### src/rtl/sar_adc_seq.sv
// Successive-approximation sequencer: scans an enabled channel mask and drives the
// comparator mux, sample/hold and DAC code, publishing one result per channel.
module sar_adc_seq #(
  parameter int unsigned NCH = 8,
  parameter int unsigned DW  = 10,
  parameter int unsigned SW  = 4,
  localparam int unsigned CW = (NCH > 1) ? $clog2(NCH) : 1
) (
  input  logic          clk,
  input  logic          srstz,
  input  logic          start,
  input  logic          abort,
  input  logic          cont,
  input  logic [NCH-1:0] ch_en,
  input  logic [SW-1:0]  settle_cyc,
  input  logic [SW-1:0]  bit_cyc,
  input  logic          comp_o,
  output logic [DW-1:0]  dac0,
  output logic [NCH-1:0] cmp_sel,
  output logic          ad_rst,
  output logic          ad_hold,
  output logic          busy,
  output logic          res_vld,
  output logic [CW-1:0]  res_ch,
  output logic [DW-1:0]  res_dat,
  output logic          done
);

  localparam int unsigned BW = (DW > 1) ? $clog2(DW) : 1;

  typedef enum logic [2:0] {
    S_IDLE, S_SEL, S_HOLD, S_CONV, S_STORE, S_NEXT
  } state_t;

  state_t         state_q, state_d;
  logic [SW-1:0]  cnt_q, cnt_d;
  logic [CW-1:0]  cur_q, cur_d;
  logic [NCH-1:0] mask_q, mask_d;
  logic [DW-1:0]  code_q, code_d;
  logic [BW-1:0]  bit_q, bit_d;
  logic [DW-1:0]  res_dat_q, res_dat_d;
  logic [CW-1:0]  res_ch_q, res_ch_d;
  logic           sync1_q, sync2_q;

  logic [NCH-1:0] sel_oh;
  logic [DW-1:0]  trial;
  logic [DW-1:0]  decided;
  logic [SW-1:0]  bit_time;

  function automatic logic [CW-1:0] lowest(input logic [NCH-1:0] m);
    logic found;
    lowest = '0;
    found  = 1'b0;
    for (int unsigned i = 0; i < NCH; i++) begin
      if (m[i] && !found) begin
        lowest = CW'(i);
        found  = 1'b1;
      end
    end
  endfunction

  assign sel_oh   = NCH'(1) << cur_q;
  assign trial    = code_q | (DW'(1) << bit_q);
  assign decided  = sync2_q ? trial : code_q;
  assign bit_time = (bit_cyc < SW'(2)) ? SW'(2) : bit_cyc;
  assign res_dat  = res_dat_q;
  assign res_ch   = res_ch_q;

  always_ff @(posedge clk) begin
    if (!srstz) begin
      state_q   <= S_IDLE;
      cnt_q     <= '0;
      cur_q     <= '0;
      mask_q    <= '0;
      code_q    <= '0;
      bit_q     <= '0;
      res_dat_q <= '0;
      res_ch_q  <= '0;
      sync1_q   <= 1'b0;
      sync2_q   <= 1'b0;
    end else begin
      state_q   <= state_d;
      cnt_q     <= cnt_d;
      cur_q     <= cur_d;
      mask_q    <= mask_d;
      code_q    <= code_d;
      bit_q     <= bit_d;
      res_dat_q <= res_dat_d;
      res_ch_q  <= res_ch_d;
      sync1_q   <= comp_o;
      sync2_q   <= sync1_q;
    end
  end

  always_comb begin
    state_d   = state_q;
    cnt_d     = cnt_q;
    cur_d     = cur_q;
    mask_d    = mask_q;
    code_d    = code_q;
    bit_d     = bit_q;
    res_dat_d = res_dat_q;
    res_ch_d  = res_ch_q;
    dac0      = '0;
    cmp_sel   = '0;
    ad_rst    = 1'b0;
    ad_hold   = 1'b0;
    busy      = 1'b1;
    res_vld   = 1'b0;
    done      = 1'b0;

    unique case (state_q)
      S_IDLE: begin
        busy   = 1'b0;
        ad_rst = 1'b1;
        if (start && |ch_en) begin
          mask_d  = ch_en;
          cur_d   = lowest(ch_en);
          cnt_d   = '0;
          state_d = S_SEL;
        end
      end
      S_SEL: begin
        cmp_sel = sel_oh;
        if (cnt_q == settle_cyc) begin
          cnt_d   = '0;
          state_d = S_HOLD;
        end else begin
          cnt_d = cnt_q + 1'b1;
        end
      end
      S_HOLD: begin
        cmp_sel = sel_oh;
        ad_hold = 1'b1;
        if (cnt_q == SW'(1)) begin
          cnt_d   = '0;
          code_d  = '0;
          bit_d   = BW'(DW - 1);
          state_d = S_CONV;
        end else begin
          cnt_d = cnt_q + 1'b1;
        end
      end
      S_CONV: begin
        cmp_sel = sel_oh;
        ad_hold = 1'b1;
        dac0    = trial;
        if (cnt_q == bit_time) begin
          cnt_d  = '0;
          code_d = decided;
          if (bit_q == '0) begin
            res_dat_d = decided;
            res_ch_d  = cur_q;
            state_d   = S_STORE;
          end else begin
            bit_d = bit_q - 1'b1;
          end
        end else begin
          cnt_d = cnt_q + 1'b1;
        end
      end
      S_STORE: begin
        res_vld = 1'b1;
        // Retire the finished channel so NEXT only sees higher-numbered ones.
        mask_d  = mask_q & ~sel_oh;
        state_d = S_NEXT;
      end
      S_NEXT: begin
        cnt_d = '0;
        if (|mask_q) begin
          cur_d   = lowest(mask_q);
          state_d = S_SEL;
        end else if (cont) begin
          mask_d = ch_en;
          if (|ch_en) begin
            cur_d   = lowest(ch_en);
            state_d = S_SEL;
          end else begin
            state_d = S_IDLE;
          end
        end else begin
          done    = 1'b1;
          state_d = S_IDLE;
        end
      end
      default: state_d = S_IDLE;
    endcase

    if (abort) begin
      state_d   = S_IDLE;
      cnt_d     = '0;
      cur_d     = cur_q;
      mask_d    = mask_q;
      res_dat_d = res_dat_q;
      res_ch_d  = res_ch_q;
      res_vld   = 1'b0;
      done      = 1'b0;
    end
  end

endmodule

### config.mk
export PLATFORM = sky130hd
export DESIGN_NAME = sar_adc_seq
export DESIGN_NICKNAME = d
export VERILOG_FILES = /design/src/rtl/sar_adc_seq.sv
export SDC_FILE = /design/constraint.sdc
export NUM_CORES = 1
export LEC_CHECK = 0
export CAP_MARGIN = 20
export CORE_ASPECT_RATIO = 0.75
export CORE_MARGIN = 2
export CORE_UTILIZATION = 50
export CTS_CLUSTER_SIZE = 20
export DETAILED_ROUTE_END_ITERATION = 16
export PLACE_DENSITY = 0.81
export SYNTH_ARGS = -nofsm -noshare
export SYNTH_HDL_FRONTEND = slang
export SYNTH_SLANG_ARGS = --single-unit
### constraint.sdc
create_clock -name clk -period 2.5 [get_ports clk]
set_input_delay 0.75 -clock clk [delete_from_list [all_inputs] [get_ports clk]]
set_output_delay 0.75 -clock clk [all_outputs]
set_load 0.01 [all_outputs]
==> Word-level counts from Yosys, hierarchy flattened <==
Cells that the tools add are included.
{ "totals": {"in_bits": 22, "reg_bits": 47, "output_inout_bits": 36, "word_cells": 239} }
{ "classes": {"n_bitwise": 5, "shifts": 2, "n_mux": 140, "n_reduce_logical": 61, "magnitude_cmp": 1, "addsub": 2, "eq_ne": 18} }
{ "ops": {"columns": ["operator", "count"], "rows": [
  ["1-bit two-way mux", 89],
  ["3-bit two-way mux", 29],
  ["10-bit two-way mux", 4],
  ["4-bit two-way mux", 8],
  ["8-bit two-way mux", 4],
  ["8-bit one-hot mux with 3 select lines", 1],
  ["1-bit logical AND", 22],
  ["1-bit logical NOT", 21],
  ["10-bit one-hot mux with 2 select lines", 1],
  ["4-bit one-hot mux with 5 select lines", 1],
  ["3-bit one-hot mux with 6 select lines", 1],
  ["2-bit inequality test, second input constant", 8],
  ["8-bit OR reduction", 2],
  ["5-bit AND reduction", 3],
  ["10-bit bitwise OR", 1],
  ["1-bit by 4-bit left shift with 10-bit output, first input constant", 1],
  ["8-bit AND", 1],
  ["4-bit == test", 2],
  ["8-bit inverter", 1],
  ["4-bit one-hot mux with 2 select lines", 1],
  ["4-bit AND reduction", 2],
  ["1-bit by 3-bit left shift with 8-bit output, first input constant", 1],
  ["3-bit by 2-bit == test with 1-bit output, second input constant", 2],
  ["3-bit == test, second input constant", 2],
  ["17 further kinds", 21]
]} }

==> Longest topological paths before layout <==
Gate-level depths: netlist (run 1).
{ "depth": {"depth_word": 54, "depth_mapped": 9, "depth_no_buf": 7} }

==> Worst setup path after synthesis (run 1) <==
No wires, ideal clock.
{ "synth_timing": {"path_type": "register to output", "start": "register mask_q[0]", "end": "output done", "path_slack_ns": 0.165, "path_buffers": 0, "arrival_time_ns": 1.585, "required_ns": 1.750, "path_stages_with_launch": 4, "cell_sequence": "dfxtp_1 > or4_4 > nor3_1 > nor4b_1"} }
{ "synth_via": {"elab_chain_cells": 4} }
{ "synth_lines": {"columns": ["item", "line_no", "source"], "rows": [
  ["start, declared", "38", "logic [NCH-1:0] mask_q, mask_d;"],
  ["start signal, assigned", "85", "mask_q <= mask_d;"],
  ["8-bit OR reduction", "170", "if (|mask_q) begin"],
  ["1-bit two-way mux", "170", null],
  ["1-bit two-way mux", "112", "unique case (state_q)"],
  ["1-bit two-way mux", "189", "if (abort) begin"],
  ["end, declared", "26", "output logic done"]
]} }
Every way passes these cells.

==> Worst setup path in the final report (run 1) <==
Same ends and word-level chain as after synthesis.

==> reports/metrics.cfg, run 1 <==
[outcome]
status=completed

[setup_path]
slowest_stage=or4_4
timing.critical_path.buf_inv=1
crit_family=simple AND/OR/NAND/NOR gates
critical_path_peak_fanout=2
critPathRequiredTime_ps=1750
cp_cell_sequence=or4_4 > nor3_4 > nor4b_4 > buf_2
crit_type=flip-flop to output port
cp.arrival_ps=1710
crit_path_end_kind=output port
worst_path_largest_cell_delay_ps=560
startpoint_type=flip-flop

[timing]
relSlewSlack_pct=66.1
skew_ps=7.84
fin_ws_ps=43.8
hold_viol_final=0
fmax_mhz=407
grt_setup_unrepaired=true
setup_viol=0
maxSlewViolCount=0
setup_tns_ps=0
tightestPinTransition_ps=508
min_period_ps=2460
period_share_pct=98.2

[routing]
routed_wirelength_um=8070
initialDrtViolationCount=240
wl_per_cell_um=15.9
vias=2927
drtAntennaViolNets=0
drc_errors=0
viasPerCell=5.78
drtPass1Iterations=5

[synth]
synth_top_cell_area_share_pct=35.6
netlist_top_cells_area=dfxtp_1 (36%), nor2_1 (10%), a21oi_1 (7.0%)
async_flop_share_pct=0
yosys.area_share.simple_pct=22.4
netlist_area_sq_mm=0.00265
synth_top_family_by_area=compound AO/OA/AOI/OAI gates
syn-num-nets=368
synthFlopType=dfxtp_1
postSynthCellCount=339
postSynthAreaPerCell_sq_um=7.81
yosysTopAreaCell=dfxtp_1
synthXorXnorAreaFrac_pct=3.64
synth-adder-area-share_pct=3.31
ys_ff_latch=47
synth-compound-area-share_pct=26.2
synthMuxAreaShare_pct=3.50
ys_seq_area_share_pct=35.6
synth_edf_count=0
yosysUniqueCellTypes=60
synth-warning-count=0

[placed_design]
place_ws_ps=-428
dp_hpwl_um=5690
gp_congestion=0.877
numPortBuffers=57
placed_area_sq_mm=0.00358

[power]
cellPowerDensity_mw_per_mm2=439
power_w=0.00173
ir_drop_mv=0.392
p_leak_nw=1.66

[cells_and_area]
final_cell_mix=nor2_1 (70), buf_4 (44), dfxtp_1 (40)
final_common_cell=nor2_1
finalNetCount=462
utilization_pct=79.2
final_area_sq_mm=0.00395
drive_above_1_share_pct=23.7
syn2layout_area_growth_pct=49.1
antenna_cells=0
fill_cells=336

[clock_network]
postCtsSetupBuffers=0
cts.clk_slew.worst_paths_ps=90
htree_levels=2
cts_tree=yes
clock-root-buffer=clkbuf_8
insertion_delay_ps=300
cts_buffer_depth=2
cts_buffers=5
cts.sinks=47
hold_buffers=0

[floorplanning]
initial_core_util_pct=53.1
rows=22
fp.dieW_um=88.0
die_h_um=67.0
io_pins=58
die-area_sq_mm=0.00590
core_area_sq_mm=0.00498

[grt]
grt_pass1_wl_um=12600
grt_antenna_before_repair=0
track_usage_pct=27.2
grt_pass1_vias=2728
grt_max_degree=29
grt-ovfl-total=0

[flow_run]
maxCapViolCount=0

[min_path]
hp-class=flip-flop to flip-flop

[worst paths after layout]
check	start	endpoint	slack [ps]	depth (start not counted)
worst max-delay path	mask_q[0]$_SDFFE_PN0P_	done	40	4
worst min-delay path	sync1_q$_SDFF_PN0_	sync2_q$_SDFF_PN0_	460	1
worst max register to register	mask_q[0]$_SDFFE_PN0P_	mask_q[5]$_SDFFE_PN0P_	170	7
worst min register to register	sync1_q$_SDFF_PN0_	sync2_q$_SDFF_PN0_	460	1
[timing repair]
action | CTS | global route
setup endpoints to repair | 47 | 57
resized for setup | 37 | 39
pin swaps | 1 | 4
endpoints found under the hold margin | 0 | 0
cloned | 0 | 1
[final cells by class]
| class | instances | area, sq um | area share, % |
|---|---|---|---|
| Sequential cell | 47 | 952 | 24.1 |
| Clock inverter | 2 | 60.1 | 1.52 |
| Timing Repair Buffer | 104 | 955 | 24.2 |
| Tap cell | 72 | 90.1 | 2.28 |
| Clock buffer | 6 | 72.6 | 1.84 |
| Inverter | 14 | 52.6 | 1.33 |
| Multi-Input combinational cell | 261 | 1760 | 44.7 |
[synthesized netlist by cell type (2+ instances only)]
library cell and number:
nand4_1 2, nor2_1 72, and2_1 4, and2b_1 2
o21ai_0 14, mux2_2 2, a21oi_1 37, dfxtp_1 47
nor3_1 7, nor4_1 2, a211oi_1 16, ha_1 7
o21ai_1 2, inv_1 13, o31ai_1 2, xor2_1 8
o21bai_1 2, xnor2_1 3, o2111ai_1 2, or4_1 2
nand3_1 3, and3b_1 2, nand2_1 24, clkbuf_1 8
a31oi_1 12, mux2i_1 7, buf_2 4
[layer usage]
| layer | part of all wire (%) | global-route usage (%) | vias up | routed length [um] |
|---|---|---|---|---|
| li1 | - | - | 1404 | - |
| met1 | 44 | 37.0 | 1379 | 3570 |
| met2 | 46 | 43.0 | 134 | 3750 |
| met3 | 8.3 | 5.95 | 10 | 669 |
| met4 | 0.89 | 8.27 | 0 | 72 |
| met5 | 0 | 0 | - | 0 |
[cells by family after synthesis]
| kind of cell | Yosys count |
|---|---|
| mux | 9 |
| flops | 47 |
| buf+inv | 31 |
| simple gates | 131 |
| fa+ha+maj | 7 |
| compound gates | 103 |
| xor+xnor | 11 |
[worst register-to-register path: cells and delay by family (launching register included)]
family	cells	cell delay [ps]
and+or+nand+nor	2	650
DFF	1	330
AOI/OAI and AO/OA	4	1110
buffers and inverters	1	170
[state kept, by name (all words and copies together), names as in the netlist, 3 cells and up]
register / count
code_q: 10
res_dat: 10
mask_q: 8
bit_q: 4
cnt_q: 4
cur_q: 3
res_ch: 3
state_q: 3
[metrics by stage]
step	instances	hold WS, ps
after floorplan	339	412
after detailed placement	497	437
final	506	457
after CTS	505	454
after global placement	497	415
after global routing	506	470
[report_power, final]
group	total, W	internal (W)	switching, W
registers	0.000782	0.000763	0.0000191
clock network	0.000652	0.000400	0.000253
logic	0.000299	0.000149	0.000150
Note: power is estimated with default switching activity, not from simulation.
==> run 2: changes to the inputs <==
--- a/config.mk
+++ b/config.mk
@@ -5,13 +5,14 @@
 export SDC_FILE = /design/constraint.sdc
 export NUM_CORES = 1
 export LEC_CHECK = 0
+export ABC_AREA = 1
 export CAP_MARGIN = 20
 export CORE_ASPECT_RATIO = 0.75
 export CORE_MARGIN = 2
 export CORE_UTILIZATION = 50
 export CTS_CLUSTER_SIZE = 20
 export DETAILED_ROUTE_END_ITERATION = 16
-export PLACE_DENSITY = 0.81
+export PLACE_DENSITY = 0.8
 export SYNTH_ARGS = -nofsm -noshare
 export SYNTH_HDL_FRONTEND = slang
 export SYNTH_SLANG_ARGS = --single-unit
==> run 2 against run 1 <==
  * Cell count increased by 14%
  * Clock skew grew 3.6 ps
  * Power increased by 0.19%
  * Sequential share of layout area up 0.50 points
  * Count of clock-buffer cells in the layout shrank 1
==> reports/metrics.cfg, run 2 <==
[grt]
track_usage_pct=23.3  ; was 27.2%
grt-ovfl-total=0  ; unchanged
grt_pass1_vias=2765  ; was 2,728
grt_max_degree=29  ; unchanged
grt_antenna_before_repair=0  ; unchanged
grt_pass1_wl_um=12200  ; was 12,600 um

[cells_and_area]
finalNetCount=528  ; was 462
final_cell_mix=nand2_1 (82), inv_1 (54), nor2_1 (45)  ; was nor2_1 (70), buf_4 (44), dfxtp_1 (40)
antenna_cells=0  ; unchanged
syn2layout_area_growth_pct=34.8  ; was 49.1%
final_common_cell=nand2_1  ; was nor2_1
drive_above_1_share_pct=13.2  ; was 23.7%

[timing]
setup_viol=0  ; unchanged
setup_tns_ps=0  ; unchanged
whs_ps=436  ; was 457 ps
period_share_pct=98.3  ; was 98.2%
tightestPinTransition_ps=398  ; was 508 ps
skew_ps=11.4  ; was 7.84 ps
hold_viol_final=0  ; unchanged
maxSlewViolCount=0  ; unchanged
min_period_ps=2460  ; about the same
relSlewSlack_pct=73.3  ; was 66.1%
fmax_mhz=407  ; about the same

[clock_network]
hold_buffers=0  ; unchanged
cts_tree=yes  ; unchanged
insertion_delay_ps=310  ; was 300 ps
htree_levels=2  ; unchanged
cts.sinks=47  ; unchanged
clock-root-buffer=clkbuf_8  ; unchanged
cts_buffer_depth=2  ; unchanged
cts_buffers=5  ; unchanged
cts.clk_slew.worst_paths_ps=90  ; about the same

[routing]
initialDrtViolationCount=208  ; was 240
routed-wl-met2_um=3600  ; was 3750 um
maxUsedRoutingLayer=met4  ; unchanged
wl_met1_um=3440  ; was 3570 um
wl_per_cell_um=13.0  ; was 15.9 um
routed_wirelength_um=7480  ; was 8070 um
viasPerCell=5.28  ; was 5.78
drtAntennaViolNets=0  ; unchanged
drtPass1Iterations=5  ; unchanged
vias=3036  ; was 2,927
drc_errors=0  ; unchanged
wl_met3_um=371  ; was 669 um

[synth]
netlist_area_sq_mm=0.00284  ; was 0.00265 sq mm
syn-num-nets=450  ; was 368
synth-warning-count=0  ; unchanged
synth_edf_count=0  ; unchanged
synth_top_cell_area_share_pct=33.1  ; was 35.6%
ys_ff_latch=47  ; unchanged
synthFlopType=dfxtp_1  ; unchanged
yosysTopAreaCell=dfxtp_1  ; unchanged
yosysMostFrequentCell=nand2_1  ; was nor2_1
postSynthAreaPerCell_sq_um=6.76  ; was 7.81 sq um
async_flop_share_pct=0  ; unchanged
postSynthCellCount=421  ; was 339
netlist_top_cells_area=dfxtp_1 (33%), nand2_1 (11%), inv_1 (7.4%)  ; was dfxtp_1 (36%), nor2_1 (10%), a21oi_1 (7.0%)
yosysUniqueCellTypes=38  ; was 60
ys_seq_area_share_pct=33.1  ; was 35.6%
synthTopCellsByCount=nand2_1 (82), inv_1 (56), nor2_1 (49)  ; was nor2_1 (72), dfxtp_1 (47), a21oi_1 (37)

[floorplanning]
io_pins=58  ; unchanged
initial_core_util_pct=52.6  ; was 53.1%
rows=23  ; was 22
core_area_sq_mm=0.00541  ; was 0.00498 sq mm
fp.dieW_um=91.1  ; was 88.0 um
die-area_sq_mm=0.00631  ; was 0.00590 sq mm
die_h_um=69.3  ; was 67.0 um

[setup_path]
critical_path_peak_fanout=2  ; unchanged
critPathRequiredTime_ps=1750  ; about the same
cp.arrival_ps=1710  ; about the same
startpoint_type=primary input  ; was flip-flop
cp_cell_sequence=clkdlybuf4s50_1 > nor2_2 > and3_1 > clkdlybuf4s15_1  ; was or4_4 > nor3_4 > nor4b_4 > buf_2
slowest_stage=clkdlybuf4s50_1  ; was or4_4
worst_path_largest_cell_delay_ps=430  ; was 560 ps
crit_type=primary input to output port  ; was flip-flop to output port
crit_path_end_kind=output port  ; unchanged

[power]
ir_drop_mv=0.288  ; was 0.392 mV
power_w=0.00174  ; was 0.00173 W
cellPowerDensity_mw_per_mm2=453  ; was 439 mW/mm^2
p_leak_nw=1.83  ; was 1.66 nW

[min_path]
hp-class=flip-flop to flip-flop  ; unchanged

[placed_design]
numPortBuffers=57  ; unchanged
dp_hpwl_um=5510  ; was 5690 um
gp_congestion=0.901  ; was 0.877

[flow_run]
maxCapViolCount=0  ; unchanged

[outcome]
status=completed  ; unchanged

run 2: cell count changes after synthesis, sizes merged, moves of 6 or more:
| cell | delta |
|---|---|
| nand2 | +59 |
| inv | +45 |
| o21ai | +19 |
| nand3 | +18 |
| nor2 | -17 |
| a211oi | -15 |
| o211a | +10 |
| mux2i | -7 |
| xor2 | -6 |
run 2: layout make-up:
| class | instances | area, sq um |
|---|---|---|
| repair buffers | 87 | 807 |
| clock inverters | 3 | 46.3 |
| flip-flops and latches | 47 | 945 |
| multi-input cells | 297 | 1640 |
| fillers | 460 | 1580 |
| well taps | 75 | 93.8 |
| inverters | 61 | 233 |
| clock buffers | 5 | 68.8 |
run 2: stage by stage:
step	setup slack, ps	instances	util [%]	area [sq um]
finish	42.1	575	70.9	3830
global route	-14.2	575	70.9	3830
CTS	-126	575	70.1	3790
detailed placement	-246	563	67.4	3650
global placement	-229	563	67.4	3650
floorplan	454	421	-	2840
run 2: worst max-delay path: cells and delay by family:
| kind | cells | cell delay, ps |
|---|---|---|
| buffers and inverters | 2 | 660 |
| and+or+nand+nor | 2 | 290 |
run 2: power by group:
| part | internal (W) | leakage, nW | switching (W) | total, W |
|---|---|---|---|---|
| registers | 0.000773 | 0.382 | 0.0000244 | 0.000797 |
| logic | 0.000150 | 1.39 | 0.000214 | 0.000364 |
| clock network | 0.000301 | 0.0548 | 0.000274 | 0.000576 |
| total | 0.00122 | 1.83 | 0.000513 | 0.00174 |
run 2: final timing paths:
check	startpoint	end	slack, ps	cells past startpoint
min	sync1_q$_SDFF_PN0_	sync2_q$_SDFF_PN0_	440	2
min reg2reg	sync1_q$_SDFF_PN0_	sync2_q$_SDFF_PN0_	440	2
max reg2reg	state_q[0]$_SDFFE_PP0P_	code_q[4]$_SDFFE_PN0P_	860	9
max	cont	done	40	4
run 2: metal layers:
layer | track usage (%) | vias up
li1 | - | 1543
met1 | 29.6 | 1391
met2 | 41.2 | 93
met3 | 4.02 | 9
met4 | 5.72 | 0
met5 | 0 | -
run 2: logic make-up after synthesis:
logic type | share of synthesized area, %
and+or+nand+nor | 27.3
adders and majority gates | 3.08
xor gates and xnor gates | 2.77
AOI/OAI and AO/OA | 22.8
buffers and inverters | 11.0
DFF | 33.1
run 2: timing repair:
item | 4_1_cts | 5_1_grt
buffers inserted | 4 | 0
setup endpoints to repair | 20 | 5
resized for setup | 27 | 14
endpoints found under the hold margin | 0 | 0
==> run 3: changes to the inputs <==
--- a/config.mk
+++ b/config.mk
@@ -9,10 +9,10 @@
 export CAP_MARGIN = 20
 export CORE_ASPECT_RATIO = 0.75
 export CORE_MARGIN = 2
-export CORE_UTILIZATION = 50
+export CORE_UTILIZATION = 52
 export CTS_CLUSTER_SIZE = 20
 export DETAILED_ROUTE_END_ITERATION = 16
-export PLACE_DENSITY = 0.8
+export PLACE_DENSITY = 0.83
 export SYNTH_ARGS = -nofsm -noshare
 export SYNTH_HDL_FRONTEND = slang
 export SYNTH_SLANG_ARGS = --single-unit
==> run 3 against run 2 <==
  * Power rose by 5.3%
  * Die area fell by 3.7%
  * Register-to-register slack got worse by 20 ps
  * Clock skew fell by 7.3 ps
  * First-iteration DRC count rose by 25%
  * Cell count did not move
  * Via count rose by 2.3%
  * Global-route usage rose by 1.8 points
  * Routed wire length rose by 1.6%
  * Non-clock buffer count did not move
  * Sequential power barely moved
  * Critical endpoint is now dac0[9]
==> reports/metrics.cfg, run 3 (same netlist as run 2, synthesis figures left out) <==
[outcome]
status=completed  ; unchanged

[setup_path]
crit_family=buffers and inverters  ; unchanged
crit_type=flip-flop to output port  ; was primary input to output port
startpoint_type=flip-flop  ; was primary input
worst_path_largest_cell_delay_ps=390  ; was 430 ps
rrSetupSlack_ps=840  ; was 860 ps
slowest_stage=dfxtp_2  ; was clkdlybuf4s50_1
timing.critical_path.buf_inv=3  ; was 2
critPathRequiredTime_ps=1750  ; about the same
cp_cell_sequence=nand2_2 > nor2_4 > clkinvlp_4 > buf_4 > a21oi_1 > dlygate4sd2_1  ; was clkdlybuf4s50_1 > nor2_2 > and3_1 > clkdlybuf4s15_1
crit_path_end_kind=output port  ; unchanged
cp.arrival_ps=1680  ; was 1710 ps
critical_path_peak_fanout=5  ; was 2

[floorplanning]
core_area_sq_mm=0.00530  ; was 0.00541 sq mm
fp.dieW_um=89.4  ; was 91.1 um
die_h_um=68.0  ; was 69.3 um
initial_core_util_pct=53.7  ; was 52.6%
die-area_sq_mm=0.00608  ; was 0.00631 sq mm
io_pins=58  ; unchanged
rows=23  ; unchanged

[clock_network]
cts_tree=yes  ; unchanged
insertion_delay_ps=310  ; about the same
cts.clk_slew.worst_paths_ps=90  ; about the same
htree_levels=2  ; unchanged
hold_buffers=0  ; unchanged
clock-root-buffer=clkbuf_8  ; unchanged
cts_buffer_depth=2  ; unchanged
cts_buffers=5  ; unchanged
cts.sinks=47  ; unchanged

[routing]
drtPass1Iterations=6  ; was 5
viasPerCell=5.40  ; was 5.28
wl_per_cell_um=13.2  ; was 13.0 um
drtAntennaViolNets=0  ; unchanged
routed_wirelength_um=7600  ; was 7480 um
vias=3105  ; was 3,036
initialDrtViolationCount=259  ; was 208
drc_errors=0  ; unchanged

[cells_and_area]
final_common_cell=nand2_1  ; unchanged
finalNetCount=528  ; unchanged
drive_above_1_share_pct=13.4  ; was 13.2%
antenna_cells=0  ; unchanged
syn2layout_area_growth_pct=34.1  ; was 34.8%
final_cell_mix=nand2_1 (82), inv_1 (54), nor2_1 (46)  ; was nand2_1 (82), inv_1 (54), nor2_1 (45)

[grt]
grt_pass1_vias=2784  ; was 2,765
grt_pass1_wl_um=12000  ; was 12,200 um
grt-ovfl-total=0  ; unchanged
grt_max_degree=29  ; unchanged
grt_antenna_before_repair=0  ; unchanged
track_usage_pct=25.1  ; was 23.3%

[timing]
grt_setup_unrepaired=false
maxSlewViolCount=0  ; unchanged
fmax_mhz=412  ; was 407 MHz
tightestPinTransition_ps=481  ; was 398 ps
setup_viol=0  ; unchanged
skew_ps=4.10  ; was 11.4 ps
relSlewSlack_pct=67.9  ; was 73.3%
min_period_ps=2430  ; was 2460 ps
fin_ws_ps=73.5  ; was 42.1 ps
hold_viol_final=0  ; unchanged
period_share_pct=97.1  ; was 98.3%

[placed_design]
dp_hpwl_um=5540  ; was 5510 um
gp_congestion=0.862  ; was 0.901
place_ws_ps=-238  ; was -246 ps
numPortBuffers=57  ; unchanged

[power]
ir_drop_mv=0.318  ; was 0.288 mV
cellPowerDensity_mw_per_mm2=479  ; was 453 mW/mm^2
power_w=0.00183  ; was 0.00174 W
p_leak_nw=1.81  ; was 1.83 nW

[min_path]
hp-class=flip-flop to flip-flop  ; unchanged

[flow_run]
maxCapViolCount=0  ; unchanged

## run 3: changes by cell type in the layout (fill, tap and decap cells not counted), sizes merged, moves of 2 or more
cell           before  now
clkbuf              5    8
clkdlybuf4s15       3    0
dlygate4sd1         0    3
dlymetal6s2s        3    1
## run 3: layer usage
layer	global-route usage [%]	part of all wire [%]
met5	0	0
met1	31.3	44
met3	5.19	6.5
met2	43.1	48
met4	9.14	1.9
## run 3: path summary, 6_finish.rpt
kind	from	to	depth (start not counted)
max	state_q[1]$_SDFFE_PP0P_	dac0[9]	6
min	sync1_q$_SDFF_PN0_	sync2_q$_SDFF_PN0_	2
max reg2reg	mask_q[0]$_SDFFE_PN0P_	cur_q[0]$_SDFFE_PN0P_	11
min reg2reg	sync1_q$_SDFF_PN0_	sync2_q$_SDFF_PN0_	2
## run 3: through the flow
step | hold WS [ps] | cell area [sq um] | setup TNS, ps | util (%) | cells
after floorplan | 390 | 2840 | 0 | - | 421
after global placement | 400 | 3630 | -306 | 68.6 | 561
after detailed placement | 402 | 3630 | -324 | 68.6 | 561
after CTS | 424 | 3810 | 0 | 72.0 | 575
after global routing | 466 | 3810 | 0 | 72.0 | 575
final | 425 | 3810 | 0 | 72.0 | 575
## run 3: power breakdown
group          switching, W  internal, W  leakage (nW)
clock              0.000279     0.000399        0.0644
sequential        0.0000236     0.000773         0.382
combinational      0.000209     0.000146          1.36
## run 3: worst reg2reg max path: stages (launching register included)
cell and delay (ps):
dfxtp_1 330, nor2_1 130, nand2_1 80, nor2_2 140, inv_1 110, nor2_1 160
nand2_1 100, nor2_1 90, nor2_1 70, buf_4 150, o21ai_0 140, nor2_1 80
## run 3: area by class of cell
cell class	count	area [sq um]
Tap cell	75	93.8
Sequential cell	47	943
Clock buffer	5	68.8
Fill cell	450	1480
Multi-Input combinational cell	297	1620
Inverter	61	233
Clock inverter	3	67.6
Timing Repair Buffer	87	787
## run 3: what timing repair did
action,in CTS,in global routing
resized for setup,29,16
endpoints found under the setup margin,20,7
setup buffers,6,0
